### src/rtl/pic_pkg.sv
// Shared constants and types for the 8259-style PIC bus-side command sequencer.
package pic_pkg;

    localparam logic [2:0] ST_UNINIT    = 3'd0;
    localparam logic [2:0] ST_WAIT_ICW2 = 3'd1;
    localparam logic [2:0] ST_WAIT_ICW3 = 3'd2;
    localparam logic [2:0] ST_WAIT_ICW4 = 3'd3;
    localparam logic [2:0] ST_READY     = 3'd4;

    localparam int IC4       = 0;
    localparam int SNGL      = 1;
    localparam int LTIM      = 3;
    localparam int ICW1_FLAG = 4;
    localparam int OCW3_FLAG = 3;
    localparam int RR        = 1;
    localparam int RIS       = 0;
    localparam int SMM       = 5;
    localparam int ESMM      = 6;

    localparam logic [7:0] OCW3_INIT_DEF = 8'b0000_1010;

    // Exactly one field is set for every decoded write.
    typedef struct packed {
        logic icw1;
        logic icwn;
        logic ocw1;
        logic ocw2;
        logic ocw3;
        logic ignore;
    } wr_class_t;

endpackage

### src/rtl/pic_cmd_decode.sv
// Combinational write classifier: (A0, data, current state) -> one-hot write class.
module pic_cmd_decode
    import pic_pkg::*;
(
    input  logic       a0_i,
    input  logic [7:0] d_in_i,
    input  logic [2:0] state_i,
    output wr_class_t  cls_o
);

    logic unused_d;
    assign unused_d = &{1'b0, d_in_i[7:5], d_in_i[2:0]};

    always_comb begin
        cls_o = '0;
        if (!a0_i && d_in_i[ICW1_FLAG]) begin
            cls_o.icw1 = 1'b1;
        end else if (state_i == ST_READY) begin
            if (a0_i)                    cls_o.ocw1 = 1'b1;
            else if (d_in_i[OCW3_FLAG])  cls_o.ocw3 = 1'b1;
            else                         cls_o.ocw2 = 1'b1;
        end else if (a0_i && (state_i == ST_WAIT_ICW2 || state_i == ST_WAIT_ICW3 ||
                              state_i == ST_WAIT_ICW4)) begin
            cls_o.icwn = 1'b1;
        end else begin
            cls_o.ignore = 1'b1;
        end
    end

endmodule

### src/rtl/pic_cmd_sequencer.sv
// 8259-style PIC command sequencer: ICW1..ICW4 init sequence and OCW1..OCW3 registers.
// Build option: PIC_OCW3_RR_HOLD_EN selects 8259 RR/ESMM hold semantics on OCW3 writes.
module pic_cmd_sequencer
    import pic_pkg::*;
#(
    parameter logic [7:0] OCW3_INIT    = OCW3_INIT_DEF,
    parameter logic [7:0] ICW4_DEFAULT = 8'h00
) (
    input  logic       CLK,
    input  logic       RST,
    input  logic       WR,
    input  logic       A0,
    input  logic [7:0] D_IN,
    output logic [7:0] ICW1,
    output logic [7:0] ICW2,
    output logic [7:0] ICW3,
    output logic [7:0] ICW4,
    output logic [7:0] OCW1,
    output logic [7:0] OCW2,
    output logic [7:0] OCW3,
    output logic       OCW2_STB,
    output logic       INIT_DONE,
    output logic       WR_IGNORED,
    output logic [2:0] INIT_STATE
);

    logic [2:0] state_q, state_d;
    logic [7:0] icw1_q, icw1_d, icw2_q, icw2_d, icw3_q, icw3_d, icw4_q, icw4_d;
    logic [7:0] ocw1_q, ocw1_d, ocw2_q, ocw2_d, ocw3_q, ocw3_d;
    logic       stb_q, stb_d, ign_q, ign_d;
    wr_class_t  cls;

    pic_cmd_decode u_decode (
        .a0_i    (A0),
        .d_in_i  (D_IN),
        .state_i (state_q),
        .cls_o   (cls)
    );

    always_ff @(posedge CLK) begin
        if (RST) begin
            state_q <= ST_UNINIT;
            icw1_q  <= '0;
            icw2_q  <= '0;
            icw3_q  <= '0;
            icw4_q  <= '0;
            ocw1_q  <= '0;
            ocw2_q  <= '0;
            ocw3_q  <= OCW3_INIT;
            stb_q   <= 1'b0;
            ign_q   <= 1'b0;
        end else begin
            state_q <= state_d;
            icw1_q  <= icw1_d;
            icw2_q  <= icw2_d;
            icw3_q  <= icw3_d;
            icw4_q  <= icw4_d;
            ocw1_q  <= ocw1_d;
            ocw2_q  <= ocw2_d;
            ocw3_q  <= ocw3_d;
            stb_q   <= stb_d;
            ign_q   <= ign_d;
        end
    end

    always_comb begin
        state_d = state_q;
        icw1_d  = icw1_q;
        icw2_d  = icw2_q;
        icw3_d  = icw3_q;
        icw4_d  = icw4_q;
        ocw1_d  = ocw1_q;
        ocw2_d  = ocw2_q;
        ocw3_d  = ocw3_q;
        stb_d   = 1'b0;
        ign_d   = 1'b0;
        if (WR) begin
            if (cls.icw1) begin
                icw1_d  = D_IN;
                icw2_d  = '0;
                icw3_d  = '0;
                icw4_d  = '0;
                ocw1_d  = '0;
                ocw3_d  = OCW3_INIT;
                state_d = ST_WAIT_ICW2;
            end else if (cls.icwn) begin
                // ICW3/ICW4 are skipped according to ICW1.SNGL and ICW1.IC4.
                case (state_q)
                    ST_WAIT_ICW2: begin
                        icw2_d = D_IN;
                        if (!icw1_q[SNGL])     state_d = ST_WAIT_ICW3;
                        else if (icw1_q[IC4])  state_d = ST_WAIT_ICW4;
                        else begin
                            state_d = ST_READY;
                            icw4_d  = ICW4_DEFAULT;
                        end
                    end
                    ST_WAIT_ICW3: begin
                        icw3_d = D_IN;
                        if (icw1_q[IC4]) state_d = ST_WAIT_ICW4;
                        else begin
                            state_d = ST_READY;
                            icw4_d  = ICW4_DEFAULT;
                        end
                    end
                    ST_WAIT_ICW4: begin
                        icw4_d  = D_IN;
                        state_d = ST_READY;
                    end
                    default: ;
                endcase
            end else if (cls.ocw1) begin
                ocw1_d = D_IN;
            end else if (cls.ocw2) begin
                ocw2_d = D_IN;
                stb_d  = 1'b1;
            end else if (cls.ocw3) begin
`ifdef PIC_OCW3_RR_HOLD_EN
                ocw3_d = D_IN;
                if (!D_IN[RR])   ocw3_d[RR:RIS] = ocw3_q[RR:RIS];
                if (!D_IN[ESMM]) ocw3_d[SMM]    = ocw3_q[SMM];
`else
                ocw3_d = D_IN;
`endif
            end else begin
                ign_d = 1'b1;
            end
        end
    end

    always_comb begin
        ICW1       = icw1_q;
        ICW2       = icw2_q;
        ICW3       = icw3_q;
        ICW4       = icw4_q;
        OCW1       = ocw1_q;
        OCW2       = ocw2_q;
        OCW3       = ocw3_q;
        OCW2_STB   = stb_q;
        WR_IGNORED = ign_q;
        INIT_DONE  = (state_q == ST_READY);
        INIT_STATE = state_q;
    end

endmodule

### config.mk
export PLATFORM = sky130hd
export DESIGN_NAME = pic_cmd_sequencer
export DESIGN_NICKNAME = d
export VERILOG_FILES = /design/src/rtl/pic_pkg.sv /design/src/rtl/pic_cmd_decode.sv /design/src/rtl/pic_cmd_sequencer.sv
export SDC_FILE = /design/constraint.sdc
export NUM_CORES = 1
export LEC_CHECK = 0
export BUFFER_PORTS_ARGS = -buffer_cell sky130_fd_sc_hd__buf_2
export CAP_MARGIN = 20
export CORE_MARGIN = 3
export CORE_UTILIZATION = 46
export DETAILED_ROUTE_END_ITERATION = 10
export GPL_TIMING_DRIVEN = 0
export PLACE_DENSITY = 0.83
export SYNTH_ARGS = -nofsm -noshare
export SYNTH_HDL_FRONTEND = slang
export SYNTH_SLANG_ARGS = --single-unit
### constraint.sdc
create_clock -name CLK -period 1.4 [get_ports CLK]
set_input_delay 0.14 -clock CLK [delete_from_list [all_inputs] [get_ports CLK]]
set_output_delay 0.14 -clock CLK [all_outputs]
set_load 0.005 [all_outputs]
==> results.json, run 1 <==
{
  "drcViolationCount": 0,
  "num_vias": 2460,
  "root_buffer": "clkbuf_8",
  "clk_pin_slew_ns": 0.07,
  "port_buffers": 72,
  "gp_congestion": 0.948,
  "wl_met2_mm": 3.45,
  "synth_top_area_cell": "dfxtp_1",
  "cp-start-kind": "flop",
  "cts_buffer_depth": 2,
  "synth_top_area_share_pct": 50.0,
  "grt_pass1_vias": 2269,
  "rows": 25,
  "rsz0062_at_grt": "yes",
  "dr.pass1.iters": 5,
  "grt_max_degree": 11,
  "die_y_um": 78.9,
  "nets": 371,
  "tritoncts": "built",
  "end_kind": "flop",
  "required_ns": 1.66,
  "post-route-period-util_pct": 106,
  "cp_data_arrival_time_ns": 1.75,
  "synth_edf_count": 0,
  "ioPinCount": 74,
  "ys_ff_latch": 61,
  "layout-drive-gt1-share_pct": 36.3,
  "antenna_found_initial": 0,
  "worstMarginPinSlew_ns": 0.590,
  "nFillCells": 406,
  "yosysSeqAreaShare_pct": 50.0,
  "placed_cells": 405,
  "critPathKind": "reg2reg",
  "wl_met3_um": 646,
  "grt.overflow.total": 0,
  "drt_iter0_drc": 166,
  "die_w_um": 78.9,
  "fin_cells": 431,
  "hold_violations": 0,
  "setup_ws_ns": -0.0881,
  "synth-main-ff-cell": "dfxtp_1",
  "outcome": "complete, but fails checks",
  "dp_hpwl_mm": 4.66,
  "antenna_cells": 0,
  "ys_types": 42,
  "numCtsBuffers": 9,
  "finClkSkew_ns": 0.00382,
  "initial_core_util_pct": 49.8,
  "synth_area_per_cell_um2": 9.19,
  "hold_class": "in2reg",
  "yosys_warnings": 0,
  "ff2ff_setup_slack_ns": -0.09,
  "cts_sinks": 61,
  "area.growth.synth_to_final_pct": 34.7,
  "drtAntennaViolNets": 0,
  "relSlewSlack_pct": 60.5,
  "grt_pass1_wl_mm": 11.3,
  "violations": "negative setup slack",
  "routedWlPerCell_um": 16.6,
  "finalWirelength_mm": 7.17,
  "htreeDepth": 3,
  "cap_violations": 0,
  "avgViaCountPerCell": 5.71,
  "pre_cts_ws_ns": -0.137,
  "power_leakage_nw": 1.43,
  "synth_area_leaders": "dfxtp_1 50%, a22o_1 5.0%, nand2_1 4.6%",
  "max_freq_mhz": 672,
  "netlist_area_um2": 2440,
  "cp_max_fo": 9,
  "syn_nets": 278,
  "die_area_um2": 6220,
  "core_um2": 4910,
  "fin_tns_setup_ns": -1.11,
  "top_layer_used": "met4",
  "final_max_slew_viol_count": 0,
  "vdd_ir_drop_max_uv": 581,
  "grt_usage_pct": 23.5,
  "hold_ws_ns": 0.120,
  "async_reset_ff_share_pct": 0,
  "clock_latency_ns": 0.33,
  "syn-instance-count": 266,
  "route.layer.met1.wl_mm": 2.94,
  "final_cell_mix": "76 x buf_2, 58 x dfxtp_1, 30 x nand2_1, 19 x nand3_1, 17 x nor2_1",
  "min_period_ns": 1.49,
  "cellPowerDensity_nw_per_um2": 1090,
  "setup_viol": 28,
  "final_common_cell": "buf_2"
}
[cell type report]
type,instances,area (um^2),share of cell area [%]
multi-input combinational,183,1230,37.3
tap,67,83.8,2.55
timing repair buffer,83,454,13.8
buffer,15,80.1,2.43
clock buffer,13,179,5.44
inverter,6,22.5,0.684
clock inverter,3,17.5,0.532
sequential,61,1230,37.3
[registers in the layout, summed over array words and instances, names as in the netlist]
signal,flops
OCW2,8
ICW3,8
INIT_STATE,3
OCW3,8
ICW2,8
OCW2_STB,1
OCW1,8
WR_IGNORED,1
ICW4,8
ICW1,8
[synth_stat cells, types with 2 or more instances]
| library cell | n |
|---|---|
| a22o_1 | 14 |
| nor2_2 | 2 |
| nor3_1 | 4 |
| nor2_1 | 18 |
| and3_1 | 2 |
| nor2b_1 | 3 |
| dfxtp_1 | 61 |
| a21o_1 | 5 |
| a21oi_1 | 18 |
| nand3b_1 | 3 |
| buf_2 | 7 |
| a32oi_1 | 7 |
| mux2i_1 | 6 |
| nand3_1 | 20 |
| o21ai_0 | 15 |
| o21a_1 | 2 |
| nor4_1 | 3 |
| nor3b_1 | 3 |
| nand2b_1 | 9 |
| nand2_1 | 30 |
| clkbuf_1 | 8 |
| inv_1 | 6 |
[critical path: stages (launching register included)]
cell and delay, ns:
dfxtp_2 0.33, buf_8 0.14, nor4bb_4 0.35, buf_4 0.21, nand3_1 0.08, a21o_1 0.18
a21oi_2 0.13
[metal layers]
| layer | up-vias | GRT usage [%] |
|---|---|---|
| li1 | 1144 | - |
| met1 | 1169 | 28.9 |
| met2 | 129 | 39.0 |
| met3 | 18 | 7.14 |
| met4 | 0 | 8.08 |
| met5 | - | 0 |
[timing repair]
action / in CTS / in global routing
hold buffers: 0 / 0
resized for setup: 10 / 17
gates cloned: 1 / 0
setup buffers: 7 / 3
endpoints found under the setup margin: 39 / 45
pin swaps: 11 / 3
[where the power goes]
| group | switching, mW | internal (mW) | total, mW | leakage (nW) |
|---|---|---|---|---|
| Combinational | 0.208 | 0.107 | 0.315 | 0.839 |
| Sequential | 0.0164 | 1.76 | 1.77 | 0.494 |
| Clock | 0.661 | 0.830 | 1.49 | 0.101 |
[kinds of logic after synthesis]
group,synth area share (%)
buf+inv,3.89
compound gates,19.8
flops,50.0
simple gates,23.4
mux,2.92
[per-stage QoR]
stage,power (mW),utilization (%),instance area (um^2)
after floorplan,1.96,-,2460
after global placement,2.07,59.2,2910
after detailed placement,2.08,59.2,2910
after CTS,3.57,65.1,3200
after global routing,3.74,67.0,3290
final,3.58,67.0,3290
[final timing paths]
path | startpoint | endpoint | cells past startpoint
setup / recovery | INIT_STATE[0]$_SDFFE_PP0P_ | OCW3[5]$_SDFFE_PP0P_ | 6
hold reg to reg | ICW1[2]$_SDFFE_PP0P_ | ICW1[2]$_SDFFE_PP0P_ | 2
setup reg to reg | INIT_STATE[0]$_SDFFE_PP0P_ | OCW3[5]$_SDFFE_PP0P_ | 6
hold / removal | RST | OCW3[3]$_SDFFE_PP1P_ | 2
(Power assumes the default switching activity.)
==> inputs of run 2 (changes only) <==
Settings changed: RECOVER_POWER set to 50.
==> run 2 against run 1 <==
Net effect: the run still ends with negative setup slack left; clock skew is essentially flat; critical path depth unchanged; utilization shrank 0.38 points; fmax about the same; highest routed layer unchanged.
==> results.json, run 2 (synthesis results as in run 1) <==
{
  "grt_pass1_wl_mm": 11.3,
  "grt_usage_pct": 23.5,
  "grt_pass1_vias": 2269,
  "nFillCells": 419,
  "cap_violations": 0,
  "finClkSkew_ns": 0.00389,
  "fin_tns_setup_ns": -1.06,
  "r2r_start": "INIT_STATE[0]$_SDFFE_PP0P_",
  "final_common_cell": "buf_2",
  "setup_ws_ns": -0.0890,
  "finalWirelength_mm": 7.17,
  "power_leakage_nw": 1.37,
  "cts_sinks": 61,
  "drt_iter0_drc": 143,
  "pwr-share-clk_pct": 41.7,
  "setup_viol": 28,
  "clock_latency_ns": 0.33,
  "die_area_um2": 6220,
  "startpoint": "INIT_STATE[0]$_SDFFE_PP0P_",
  "cp_data_arrival_time_ns": 1.75,
  "pre_cts_ws_ns": -0.137,
  "p_int_mw": 2.69,
  "port_buffers": 72,
  "p_sw_mw": 0.889,
  "cp-start-kind": "flop",
  "critPathKind": "reg2reg",
  "swShare_pct": 24.8,
  "final_core_util_pct": 66.6,
  "vdd_ir_drop_max_uv": 580,
  "end_kind": "flop",
  "gp_congestion": 0.948,
  "antenna_found_initial": 0,
  "num_vias": 2432,
  "layout-drive-gt1-share_pct": 32.1,
  "worstMarginPinSlew_ns": 0.588,
  "root_buffer": "clkbuf_8",
  "hold_class": "in2reg",
  "htreeDepth": 3,
  "finalPower_mw": 3.58,
  "initial_core_util_pct": 49.8,
  "grt.overflow.total": 0,
  "hold_ws_ns": 0.120,
  "final_cell_mix": "61 x buf_2, 58 x dfxtp_1, 30 x nand2_1, 22 x clkbuf_1, 19 x nand3_1",
  "dr.pass1.iters": 5,
  "rsz0062_at_grt": "yes",
  "required_ns": 1.66,
  "nets": 371,
  "drtAntennaViolNets": 0,
  "relSlewSlack_pct": 60.6,
  "hp-start": "RST",
  "outcome": "complete, but fails checks",
  "violations": "negative setup slack",
  "hold_violations": 0,
  "avgViaCountPerCell": 5.64,
  "die_w_um": 78.9,
  "tritoncts": "built",
  "final_max_slew_viol_count": 0,
  "placed_cells": 405,
  "cts_buffer_depth": 2,
  "numCtsBuffers": 9,
  "seq_power_share_pct": 49.6,
  "die_y_um": 78.9,
  "post-route-period-util_pct": 106,
  "hold_buffers": 0,
  "fin_cells": 431,
  "cellPowerDensity_nw_per_um2": 1090,
  "grt_max_degree": 11,
  "area.growth.synth_to_final_pct": 33.9,
  "clk_pin_slew_ns": 0.07,
  "dp_hpwl_mm": 4.66,
  "routedWlPerCell_um": 16.6,
  "stdcell_area_um2": 3270,
  "cp_max_fo": 9,
  "ioPinCount": 74,
  "drcViolationCount": 0,
  "rows": 25,
  "min_period_ns": 1.49,
  "core_um2": 4910,
  "antenna_cells": 0,
  "combPwrFrac_pct": 8.7,
  "max_freq_mhz": 672,
  "placed_cell_area_um2": 2910
}
-- run 2: changes by cell type in the layout (fill, tap and decap cells not counted), sizes merged --
| cell | before | now |
|---|---|---|
| clkbuf | 22 | 36 |
| buf | 89 | 75 |
-- run 2: final timing paths --
kind                     endpoint  slack [ns]  cells after the start
min reg2reg  ICW1[2]$_SDFFE_PP0P_        0.45                      2
min          OCW3[3]$_SDFFE_PP1P_        0.12                      2
max          OCW3[5]$_SDFFE_PP0P_       -0.09                      6
max reg2reg  OCW3[5]$_SDFFE_PP0P_       -0.09                      6
-- run 2: power by group through the flow --
stage	Clock [mW]	Sequential, mW	Combinational (mW)
2_1_floorplan	0	1.81	0.150
3_3_place_gp	0	1.81	0.261
3_5_place_dp	0	1.81	0.265
4_1_cts	1.51	1.77	0.284
5_1_grt	1.62	1.78	0.336
6_report	1.49	1.78	0.312
-- run 2: worst max-delay path: stages, from the launching register on --
cell and delay (ns):
dfxtp_2 0.33, buf_8 0.14, nor4bb_4 0.35, buf_4 0.21
nand3_1 0.08, a21o_1 0.18, a21oi_2 0.13
-- run 2: layer usage --
metal	wire, um	GRT usage, %
met1	2900	28.9
met2	3460	39.0
met3	701	7.14
met4	108	8.08
met5	0	0
-- run 2: layout make-up --
type | instances | area, um^2 | share of cell area, %
plain buffers | 15 | 80.1 | 2.45
clock buffers | 13 | 179 | 5.47
clock inverters | 3 | 17.5 | 0.535
inverters | 6 | 22.5 | 0.688
multi-input cells | 183 | 1230 | 37.5
flip-flops and latches | 61 | 1230 | 37.5
well taps | 67 | 83.8 | 2.56
repair buffers | 83 | 435 | 13.3
-- run 2: what timing repair did --
item                                    in CTS  in global routing
gates resized for setup                     10                 17
pin swaps                                   11                  3
gates cloned                                 1                  0
endpoints found under the setup margin      39                 45
hold endpoints to repair                     0                  0
buffers inserted                             7                  3
==> inputs of run 3 (changes only) <==
Settings changed: RECOVER_POWER 50 to unset, TNS_END_PERCENT set to 30.
==> run 3 against run 2 <==
Net effect: the run still ends with negative setup slack left; routed wire length up 0.52%; critical path type unchanged; clock skew up 0.0019 ns; clock power hardly changed; die area stayed put; first-iteration DRC count up 15%; non-clock buffer count unchanged; via count unchanged; worst setup slack got worse by 0.0057 ns; fmax shrank 0.38%; combinational power is essentially flat; global-route usage unchanged; utilization about the same; critical endpoint unchanged.
==> results.json, run 3 (synthesis results as in run 1) <==
{
  "stdcell_area_um2": 3270,
  "drtAntennaViolNets": 0,
  "cts_buffer_depth": 2,
  "ff2ff_setup_slack_ns": -0.09,
  "finalWirelength_mm": 7.21,
  "r2r_start": "INIT_STATE[0]$_SDFFE_PP0P_",
  "worstMarginPinSlew_ns": 0.594,
  "cellPowerDensity_nw_per_um2": 1090,
  "cp-start-kind": "flop",
  "required_ns": 1.66,
  "tritoncts": "built",
  "setup_viol": 26,
  "power_leakage_nw": 1.43,
  "die_area_um2": 6220,
  "rsz0062_at_grt": "yes",
  "drcViolationCount": 0,
  "nFillCells": 414,
  "hold_violations": 0,
  "clock_latency_ns": 0.33,
  "die_y_um": 78.9,
  "avgViaCountPerCell": 5.64,
  "grt.overflow.total": 0,
  "cpPeakStageDelay_ns": 0.36,
  "violations": "negative setup slack",
  "clk_pin_slew_ns": 0.07,
  "final_max_slew_viol_count": 0,
  "max_freq_mhz": 669,
  "fin_cells": 431,
  "finalPower_mw": 3.58,
  "layout-drive-gt1-share_pct": 36.3,
  "final_common_cell": "buf_2",
  "vdd_ir_drop_max_uv": 590,
  "port_buffers": 72,
  "post-route-period-util_pct": 107,
  "critPathKind": "reg2reg",
  "num_vias": 2432,
  "worstPathCellList": "buf_8 -> nor4bb_4 -> buf_4 -> nand3_1 -> a21o_1 -> a21oi_2",
  "area.growth.synth_to_final_pct": 33.9,
  "cts_sinks": 61,
  "min_period_ns": 1.49,
  "cp_data_arrival_time_ns": 1.75,
  "drt_iter0_drc": 165,
  "die_w_um": 78.9,
  "gp_congestion": 0.948,
  "grt_usage_pct": 23.5,
  "reg2reg_to": "OCW3[5]$_SDFFE_PP0P_",
  "hold_class": "in2reg",
  "crit_family": "simple AND/OR/NAND/NOR gates",
  "antenna_found_initial": 0,
  "antenna_cells": 0,
  "routedWlPerCell_um": 16.7,
  "hold_end": "OCW3[3]$_SDFFE_PP1P_",
  "nets": 371,
  "cpMaxStageDelayCell": "nor4bb_4",
  "ff2ff_path_depth": 6,
  "root_buffer": "clkbuf_8",
  "hold_depth": 2,
  "final_cell_mix": "76 x buf_2, 58 x dfxtp_1, 30 x nand2_1, 19 x nand3_1, 17 x nor2_1",
  "finClkSkew_ns": 0.00580,
  "end_kind": "flop",
  "setup_ws_ns": -0.0947,
  "initial_core_util_pct": 49.8,
  "outcome": "complete, but fails checks",
  "grt_max_degree": 11,
  "cp_max_fo": 9,
  "hp-start": "RST",
  "placed_cell_area_um2": 2910,
  "dr.pass1.iters": 5,
  "ioPinCount": 74,
  "cap_violations": 0,
  "rows": 25,
  "hold_ws_ns": 0.128,
  "htreeDepth": 3,
  "numCtsBuffers": 9,
  "core_um2": 4910,
  "relSlewSlack_pct": 60.3,
  "dp_hpwl_mm": 4.66,
  "worst-path-buf-inv": 2,
  "placed_cells": 405,
  "grt_pass1_vias": 2269,
  "grt_pass1_wl_mm": 11.3
}
-- run 3: cell count changes in the layout (fill, tap and decap cells not counted), sizes merged --
cell / previous run / this run
buf: 75 / 89
clkbuf: 36 / 22
-- run 3: routing by layer --
metal | GRT usage (%) | share of wire, % | vias to the layer above
met4 | 8.08 | 1.6 | 0
met1 | 28.9 | 40 | 1151
met5 | 0 | 0 | -
met2 | 39.0 | 48 | 119
met3 | 7.14 | 9.8 | 16
li1 | - | - | 1146
-- run 3: timing repair --
action                                  CTS  global route
pin swaps                                11             2
buffers inserted                          7             3
gates cloned                              1             0
hold buffers                              0             0
endpoints found under the setup margin   39            45
resized for setup                        10            13
-- run 3: where the power goes --
| part | switching (mW) | internal, mW | total (mW) |
|---|---|---|---|
| sequential | 0.0164 | 1.76 | 1.77 |
| clock | 0.667 | 0.830 | 1.50 |
| combinational | 0.206 | 0.106 | 0.312 |
-- run 3: how the worst max path moves through the flow --
stage,from,depth (start not counted),to
6_report,INIT_STATE[0]$_SDFFE_PP0P_,6,OCW3[5]$_SDFFE_PP0P_
5_1_grt,INIT_STATE[0]$_SDFFE_PP0P_,6,OCW3[2]$_SDFFE_PP0P_
4_1_cts,INIT_STATE[1]$_SDFFE_PP0P_,6,OCW3[5]$_SDFFE_PP0P_
3_5_place_dp,INIT_STATE[2]$_SDFFE_PP0P_,4,OCW1[7]$_SDFFE_PP0P_
3_3_place_gp,A0,7,OCW2[6]$_SDFFE_PP0P_
2_1_floorplan,INIT_STATE[0]$_SDFFE_PP0P_,5,OCW1[0]$_SDFFE_PP0P_
-- run 3: area by class of cell --
| type | count | area [um^2] | share of cell area, % |
|---|---|---|---|
| clock inverter | 3 | 17.5 | 0.535 |
| multi-input combinational | 183 | 1220 | 37.2 |
| sequential | 61 | 1230 | 37.5 |
| buffer | 15 | 80.1 | 2.45 |
| tap | 67 | 83.8 | 2.56 |
| clock buffer | 13 | 179 | 5.47 |
| inverter | 6 | 22.5 | 0.688 |
| timing repair buffer | 83 | 447 | 13.6 |
-- run 3: through the flow --
stage,setup slack (ns),setup TNS [ns],utilization [%]
global placement,-0.114,-2.82,59.2
CTS,-0.0367,-0.109,65.1
detailed placement,-0.137,-3.70,59.2
global route,-0.167,-2.65,66.6
floorplan,-0.0216,-0.151,-
finish,-0.0947,-0.929,66.6
